**config.mk**
```make
export PLATFORM = sky130hd
export DESIGN_NAME = shift_operand_loader
export DESIGN_NICKNAME = d
export VERILOG_FILES = /design/src/rtl/shift_operand_loader.sv
export SDC_FILE = /design/constraint.sdc
export NUM_CORES = 2
export LEC_CHECK = 0
export CORE_AREA = 2 2 308 310
export DETAILED_ROUTE_END_ITERATION = 8
export DIE_AREA = 0 0 310 312
export PLACE_DENSITY_LB_ADDON = 0.25
export SYNTH_ARGS = -nofsm -noshare
export SYNTH_HDL_FRONTEND = slang
export SYNTH_SLANG_ARGS = --single-unit
```
**constraint.sdc**
```tcl
create_clock -name clk -period 2 [get_ports clk]
set_clock_uncertainty 0.1 [all_clocks]
set_input_delay 0.3 -clock clk [delete_from_list [all_inputs] [get_ports clk]]
set_output_delay 0.3 -clock clk [all_outputs]
set_load 0.005 [all_outputs]
```
**src/rtl/shift_operand_loader.sv**
```systemverilog
// Serial-to-parallel operand loader: N_CH channels shift into DEPTH-bit words that are handed
// off through a one-entry valid/ready buffer. Define SHIFT_LOADER_PARITY_EN to add dst_parity.
module shift_operand_loader #(
  parameter int N_CH  = 25,
  parameter int DEPTH = 25,
  parameter int CNT_W = 16
) (
  input  logic                    clk,
  input  logic                    rst_n,
  input  logic [N_CH-1:0]         src_in,
  input  logic                    shift_en,
  output logic                    in_ready,
  input  logic                    clear,
  output logic [N_CH*DEPTH-1:0]   dst_data,
  output logic                    dst_valid,
  input  logic                    dst_ready,
  output logic [CNT_W-1:0]        word_cnt,
`ifdef SHIFT_LOADER_PARITY_EN
  output logic [N_CH-1:0]         dst_parity,
`endif
  output logic                    overrun
);

  localparam int BC_W = $clog2(DEPTH);
  localparam logic [BC_W-1:0] LAST_BIT = BC_W'(DEPTH - 1);

  logic [N_CH*DEPTH-1:0] r_sh;
  logic [BC_W-1:0]       r_bit_cnt;
  logic                  r_overrun;
  logic [N_CH*DEPTH-1:0] r_dst_data;
  logic                  r_dst_valid;
  logic [CNT_W-1:0]      r_word_cnt;

  logic [N_CH*DEPTH-1:0] w_sh_next;
  logic                  w_last;
  logic                  w_accept;
  logic                  w_complete;

`ifdef SHIFT_LOADER_PARITY_EN
  logic [N_CH-1:0]       r_dst_parity;

  function automatic logic [N_CH-1:0] word_parity(input logic [N_CH*DEPTH-1:0] data);
    logic [N_CH-1:0] par;
    par = '0;
    for (int c = 0; c < N_CH; c++) begin
      par[c] = ^data[c*DEPTH +: DEPTH];
    end
    return par;
  endfunction

  assign dst_parity = r_dst_parity;
`endif

  // Next shift-register value: every channel moves up one bit, newest bit at the LSB
  always_comb begin
    w_sh_next = '0;
    for (int c = 0; c < N_CH; c++) begin
      w_sh_next[c*DEPTH +: DEPTH] = {r_sh[c*DEPTH +: DEPTH-1], src_in[c]};
    end
  end

  // Only the word-completing bit can stall, and only while the buffer is still occupied
  assign w_last     = (r_bit_cnt == LAST_BIT);
  assign in_ready   = !(w_last && r_dst_valid && !dst_ready);
  assign w_accept   = shift_en && in_ready && !clear;
  assign w_complete = w_accept && w_last;

  // Shift registers, bit counter and sticky overrun; clear beats any simultaneous shift
  always_ff @(posedge clk or negedge rst_n) begin
    if (!rst_n) begin
      r_sh      <= '0;
      r_bit_cnt <= '0;
      r_overrun <= 1'b0;
    end else if (clear) begin
      r_sh      <= '0;
      r_bit_cnt <= '0;
      r_overrun <= 1'b0;
    end else if (shift_en && !in_ready) begin
      r_overrun <= 1'b1;
    end else if (w_accept) begin
      r_sh      <= w_sh_next;
      r_bit_cnt <= w_last ? '0 : r_bit_cnt + BC_W'(1);
    end
  end

  // Output buffer: a completing word reloads it even while draining, so words run back to back
  always_ff @(posedge clk or negedge rst_n) begin
    if (!rst_n) begin
      r_dst_data   <= '0;
      r_dst_valid  <= 1'b0;
      r_word_cnt   <= '0;
`ifdef SHIFT_LOADER_PARITY_EN
      r_dst_parity <= '0;
`endif
    end else if (w_complete) begin
      r_dst_data   <= w_sh_next;
      r_dst_valid  <= 1'b1;
      r_word_cnt   <= r_word_cnt + CNT_W'(1);
`ifdef SHIFT_LOADER_PARITY_EN
      r_dst_parity <= word_parity(w_sh_next);
`endif
    end else if (r_dst_valid && dst_ready) begin
      r_dst_valid  <= 1'b0;
    end
  end

  assign dst_data  = r_dst_data;
  assign dst_valid = r_dst_valid;
  assign word_cnt  = r_word_cnt;
  assign overrun   = r_overrun;

endmodule
```
Word-level counts from Yosys, hierarchy flattened
Cells that the tools add are included.

Output and inout bits: 644. Register bits: 1272. Input port bits: 30. Word-level logic and storage cells: 35.

$add $sub $neg: 2. Reduce and logical (&&, ||, !) cells: 14. Eq/ne operators: 2. Mux-type cells: 11.

Operators with widths (count): $mux W624 (3); $mux W5 (4); $add A16 B1 Y16 const B (1); $logic_and A1 B1 Y1 (7); $reduce_bool A2 Y1 (3); $add A5 B1 Y5 const B (1); $eq A5 B5 Y1 const B (1); $mux W1 (4); $logic_not A1 Y1 (3); $ne A2 B2 Y1 const B (1); $reduce_and A2 Y1 (1).

Logic depth before layout (Yosys ltp)
Depth in word-level cells: 9. Gate-level depth with buffers: 10. Mapped depth without buffers: 6.

Worst setup path after synthesis
Ideal clock, no wire load.

Path type: flip-flop to flip-flop. Start point: register r_bit_cnt[0]. End point: register r_word_cnt[12], in the netlist word_cnt[12]. Setup time: 79 ps. Setup slack: 72 ps. Path buffers: 2. Required time: 1821 ps. Clock period less this slack: 1928 ps. Data arrival time: 1749 ps. Cell stages (with the launch flop): 9. Cells stage by stage: dfrtp_1 -> inv_1 -> ha_1 -> and4b_1 -> buf_2 -> nand4b_2 -> buf_2 -> nor4_1 -> xor2_1.

Longest elaborated chain between the ends: 7.

RTL lines: start: declaration (RTL line 28) `logic [BC_W-1:0] r_bit_cnt;`; start signal: assignment (RTL line 82) `r_bit_cnt <= w_last ? '0 : r_bit_cnt + BC_W'(1);`; $eq A5 B5 Y1 (*) (RTL line 63) `assign w_last = (r_bit_cnt == LAST_BIT);`; $logic_and A1 B1 Y1 (2 in a row) (RTL line 64) `assign in_ready = !(w_last && r_dst_valid && !dst_ready);`; $logic_not A1 Y1 (RTL line 64); $logic_and A1 B1 Y1 (2 in a row) (RTL line 65) `assign w_accept = shift_en && in_ready && !clear;`; $logic_and A1 B1 Y1 (*) (RTL line 66) `assign w_complete = w_accept && w_last;`; end signal: assignment (RTL line 98) `r_word_cnt <= r_word_cnt + CNT_W'(1);`; end: declaration (RTL line 32) `logic [CNT_W-1:0] r_word_cnt;`.

Mark *: on every way between the ends. The rest lies on a longest branch, timed or not. A chain may end at the register's enable or synchronous reset.

Final worst setup path
Start point: register r_bit_cnt[0]. End point: output in_ready.

Longest elaborated chain between the ends: 4.

RTL lines: $eq A5 B5 Y1 (RTL line 63); $logic_and A1 B1 Y1 (2 in a row) (RTL line 64); $logic_not A1 Y1 (RTL line 64); end: declaration (RTL line 12) `output logic in_ready,`.

Every way passes these cells.

==> run_results.csv <==
group,metric,value,unit
grt,grt_usage,26.4,%
drt,drtAntennaViolNets,0,
drt,routed_wl,130,mm
grt,grt_max_degree,85,
setup_path,slowest_stage,"dfrtp_1",
synth,synth_enable_flop_cells,0,
setup_path,crit_family,"flip-flops",
floorplan,start_util,48.7,%
synth,syn_area_per_cell,11.1,um2
drt,drtIter0Drc,3330,
setup_path,start_kind,"flop",
setup_path,end_kind,"output port",
setup_path,arrival,1.88,ns
setup_path,slowest_delay,0.39,ns
drt,wl_per_cell,20.8,um
synth,synthFlopType,"dfrtp_1",
power_and_ir_drop,power.leakage,31.5,nW
outcome,violations,"negative setup slack",
place,place.gp.congestion,0.841,
cts,h-tree-depth,3,
timing,rsz0062_at_grt,"true",
drt,first_pass_iters,5,
power_and_ir_drop,p_clk_share,45.3,%
power_and_ir_drop,p_comb_share,4.0,%
drt,via_count,34000,
cts,path_clk_slew,0.06,ns
floorplan,die_h,312,um
grt,grt_pass1_vias,33700,
power_and_ir_drop,swShare,21.7,%
floorplan,ios,674,
power_and_ir_drop,ir_worst_vdd,685,uV
outcome,status,"finished, violations left",
setup_path,path_cells,"inv_2, ha_4, and4b_2, nand2_4, buf_4, buf_6",
place,io_buffers,673,
place,place_ws,-0.330,ns
grt,grt_pass1_wl,200,mm
layout,final_layout_size_suffix_gt1_share,10.5,%
floorplan,die_area,96700,um2
cts,cts_tree,"yes",
timing,slew_violations,0,
cts,cts_root_buf,"clkbuf_16",
synth,netlist_area,45300,um2
cts,clockBufferDepth,3,
timing,relSlewSlack,67.6,%
floorplan,rows,112,
cts,worstSkewPairLatency,0.71,ns
timing,worstMarginPinSlew,0.487,ns
run,maxCapViolations,0,
setup_path,required,1.60,ns
cts,clock-sinks,1248,
power_and_ir_drop,switching_power,10.9,mW
drt,drc_errors,0,
timing,min_period,2.28,ns
layout,stdcell_count,6265,
drt,avgViaCountPerCell,5.43,
synth,yosysSeqAreaShare,69.0,%
timing,finalCritPeriodShare,114,%
timing,hold_viol,0,
timing,setup_slack,-0.285,ns
setup_path,crit_type,"reg -> out",
layout,n_antenna_cell,0,
synth,synth-async-reset-ratio,100,%
layout,syn_to_final_growth,35.8,%
synth,synth.ff_latch_count,1248,
timing,fmax,438,MHz
layout,nets,4956,
place,post-place-cells,5956,
power_and_ir_drop,power_frac_seq,50.7,%
floorplan,dieWidth,310,um
power_and_ir_drop,p_int,39.2,mW
grt,antenna_found_initial,0,
cts,cts_made_buffers,119,
grt,grt_remaining_overflow,0,
synth,ys_types,31,
power_and_ir_drop,p_per_area,815,nW/um2
worst_hold_path,min_path_type,"in -> async",
floorplan,coreArea,93000,um2
setup_path,cp.buffers_inverters,3,
synth,synth_warnings,0,
place,dp_hpwl,81.4,mm
synth,synthCells,4082,
power_and_ir_drop,power,50.1,mW
synth,synth_fp_nets,4115,
timing,setup_viol,1533,
setup_path,cp_max_fo,2,
timing,setup_tns,-211.39,ns
## layer usage
metal / up-vias / part of all wire, % / track usage, %
met4: 0 / 3.4 / 9.97
met2: 1221 / 48 / 41.0
met1: 17300 / 42 / 37.1
li1: 15200 / - / -
met5: - / 0 / 0
met3: 220 / 6.5 / 5.00
## timing repair
action | CTS | global route
hold buffers | 1 | 0
endpoints found under the setup margin | 1842 | 1867
cloned | 39 | 17
resized for setup | 100 | 58
setup buffers | 43 | 12
endpoints found under the hold margin | 1117 | 0
pin swaps | 7 | 23
## registers in the layout (all words and copies together) (netlist names)
register	cells
r_sh	600
dst_data	625
r_bit_cnt	5
overrun	1
dst_valid	1
word_cnt	16
## through the flow
step	utilization, %	hold WS [ns]	area [um2]
after floorplan	-	-0.0956	45300
after CTS	65.5	0.00888	61000
after detailed placement	59.3	0.138	55200
final	66.1	0.0600	61500
after global placement	59.3	0.137	55200
after global routing	66.1	0.0552	61500
## worst reg2reg max path, delay by kind of cell (launching register included)
| family | cells | cell delay (ns) |
|---|---|---|
| simple gates | 2 | 0.36 |
| buf+inv | 6 | 0.92 |
| fa+ha+maj | 1 | 0.12 |
| compound gates | 2 | 0.33 |
| flops | 1 | 0.39 |
## final timing paths
kind | startpoint | end | slack [ns] | cells past startpoint
max | r_bit_cnt[0] | in_ready | -0.28 | 6
min | rst_n | dst_data[487] | 0.06 | 2
max reg2reg | r_bit_cnt[0] | r_sh[551] | -0.28 | 11
min reg2reg | r_sh[548] | dst_data[549] | 0.37 | 2
max in group asynchronous | rst_n | r_sh[376] | 0.86 | 3
min in group clk | src_in[13] | dst_data[325] | 0.06 | 3
## cell families (layout without fill, tap and decap cells)
family	after synthesis	in the layout	synth area share, %
xor gates and xnor gates	15	15	0.290
buffers and inverters	280	1209	2.73
AOI/OAI and AO/OA	610	610	11.8
and+or+nand+nor	1925	1925	16.2
adders and majority gates	3	3	0.0829
muxes	1	1	0.0249
DFF	1248	1248	69.0
## cells in the mapped netlist, types with 5 or more instances
cell type,count,area share (%)
a22o_1,601,12
buf_1,14,0.12
buf_2,139,1.5
clkbuf_1,119,0.99
dfrtp_1,1248,69
inv_1,5,0.041
nand2_1,1884,16
nand3_1,8,0.088
nand4_1,5,0.069
nor2_1,8,0.066
nor4_1,5,0.069
xnor2_1,9,0.17
xor2_1,6,0.12
## placed cells by master (no fill, tap or decap), types with 4 or more instances in the layout
cell	synthesis	routed
buf_16	0	39
clkdlybuf4s50_1	0	666
dfrtp_1	1248	1245
dlygate4sd2_1	0	5
nor4_2	0	4
nor2_1	8	7
clkinv_2	0	18
xor2_1	6	6
buf_12	0	103
bufbuf_16	0	4
xnor2_1	9	9
buf_4	3	120
a22o_1	601	601
clkbuf_8	0	29
nand3_1	8	8
buf_8	0	19
nand2_1	1884	1883
clkbuf_16	0	137
bufinv_16	0	7
nand4_1	5	5
buf_6	0	22
clkbuf_1	119	27
## power groups by stage
stage	sequential, mW	combinational (mW)	clock [mW]
after floorplan	25.8	0.446	0
after global placement	25.9	1.50	0
after detailed placement	25.9	1.51	0
after CTS	25.4	2.01	23.0
after global routing	25.4	2.21	24.2
final	25.4	2.03	22.7
## layout make-up
cell class              count  area, um2
fillers                  6952      31600
flip-flops and latches   1248      31200
multi-input cells        2554      12900
repair buffers            995      11800
clock buffers             177       3530
well taps                1254       1570
clock inverters            32        399
inverters                   5       18.8
Note: power is estimated with default switching activity, not from simulation.
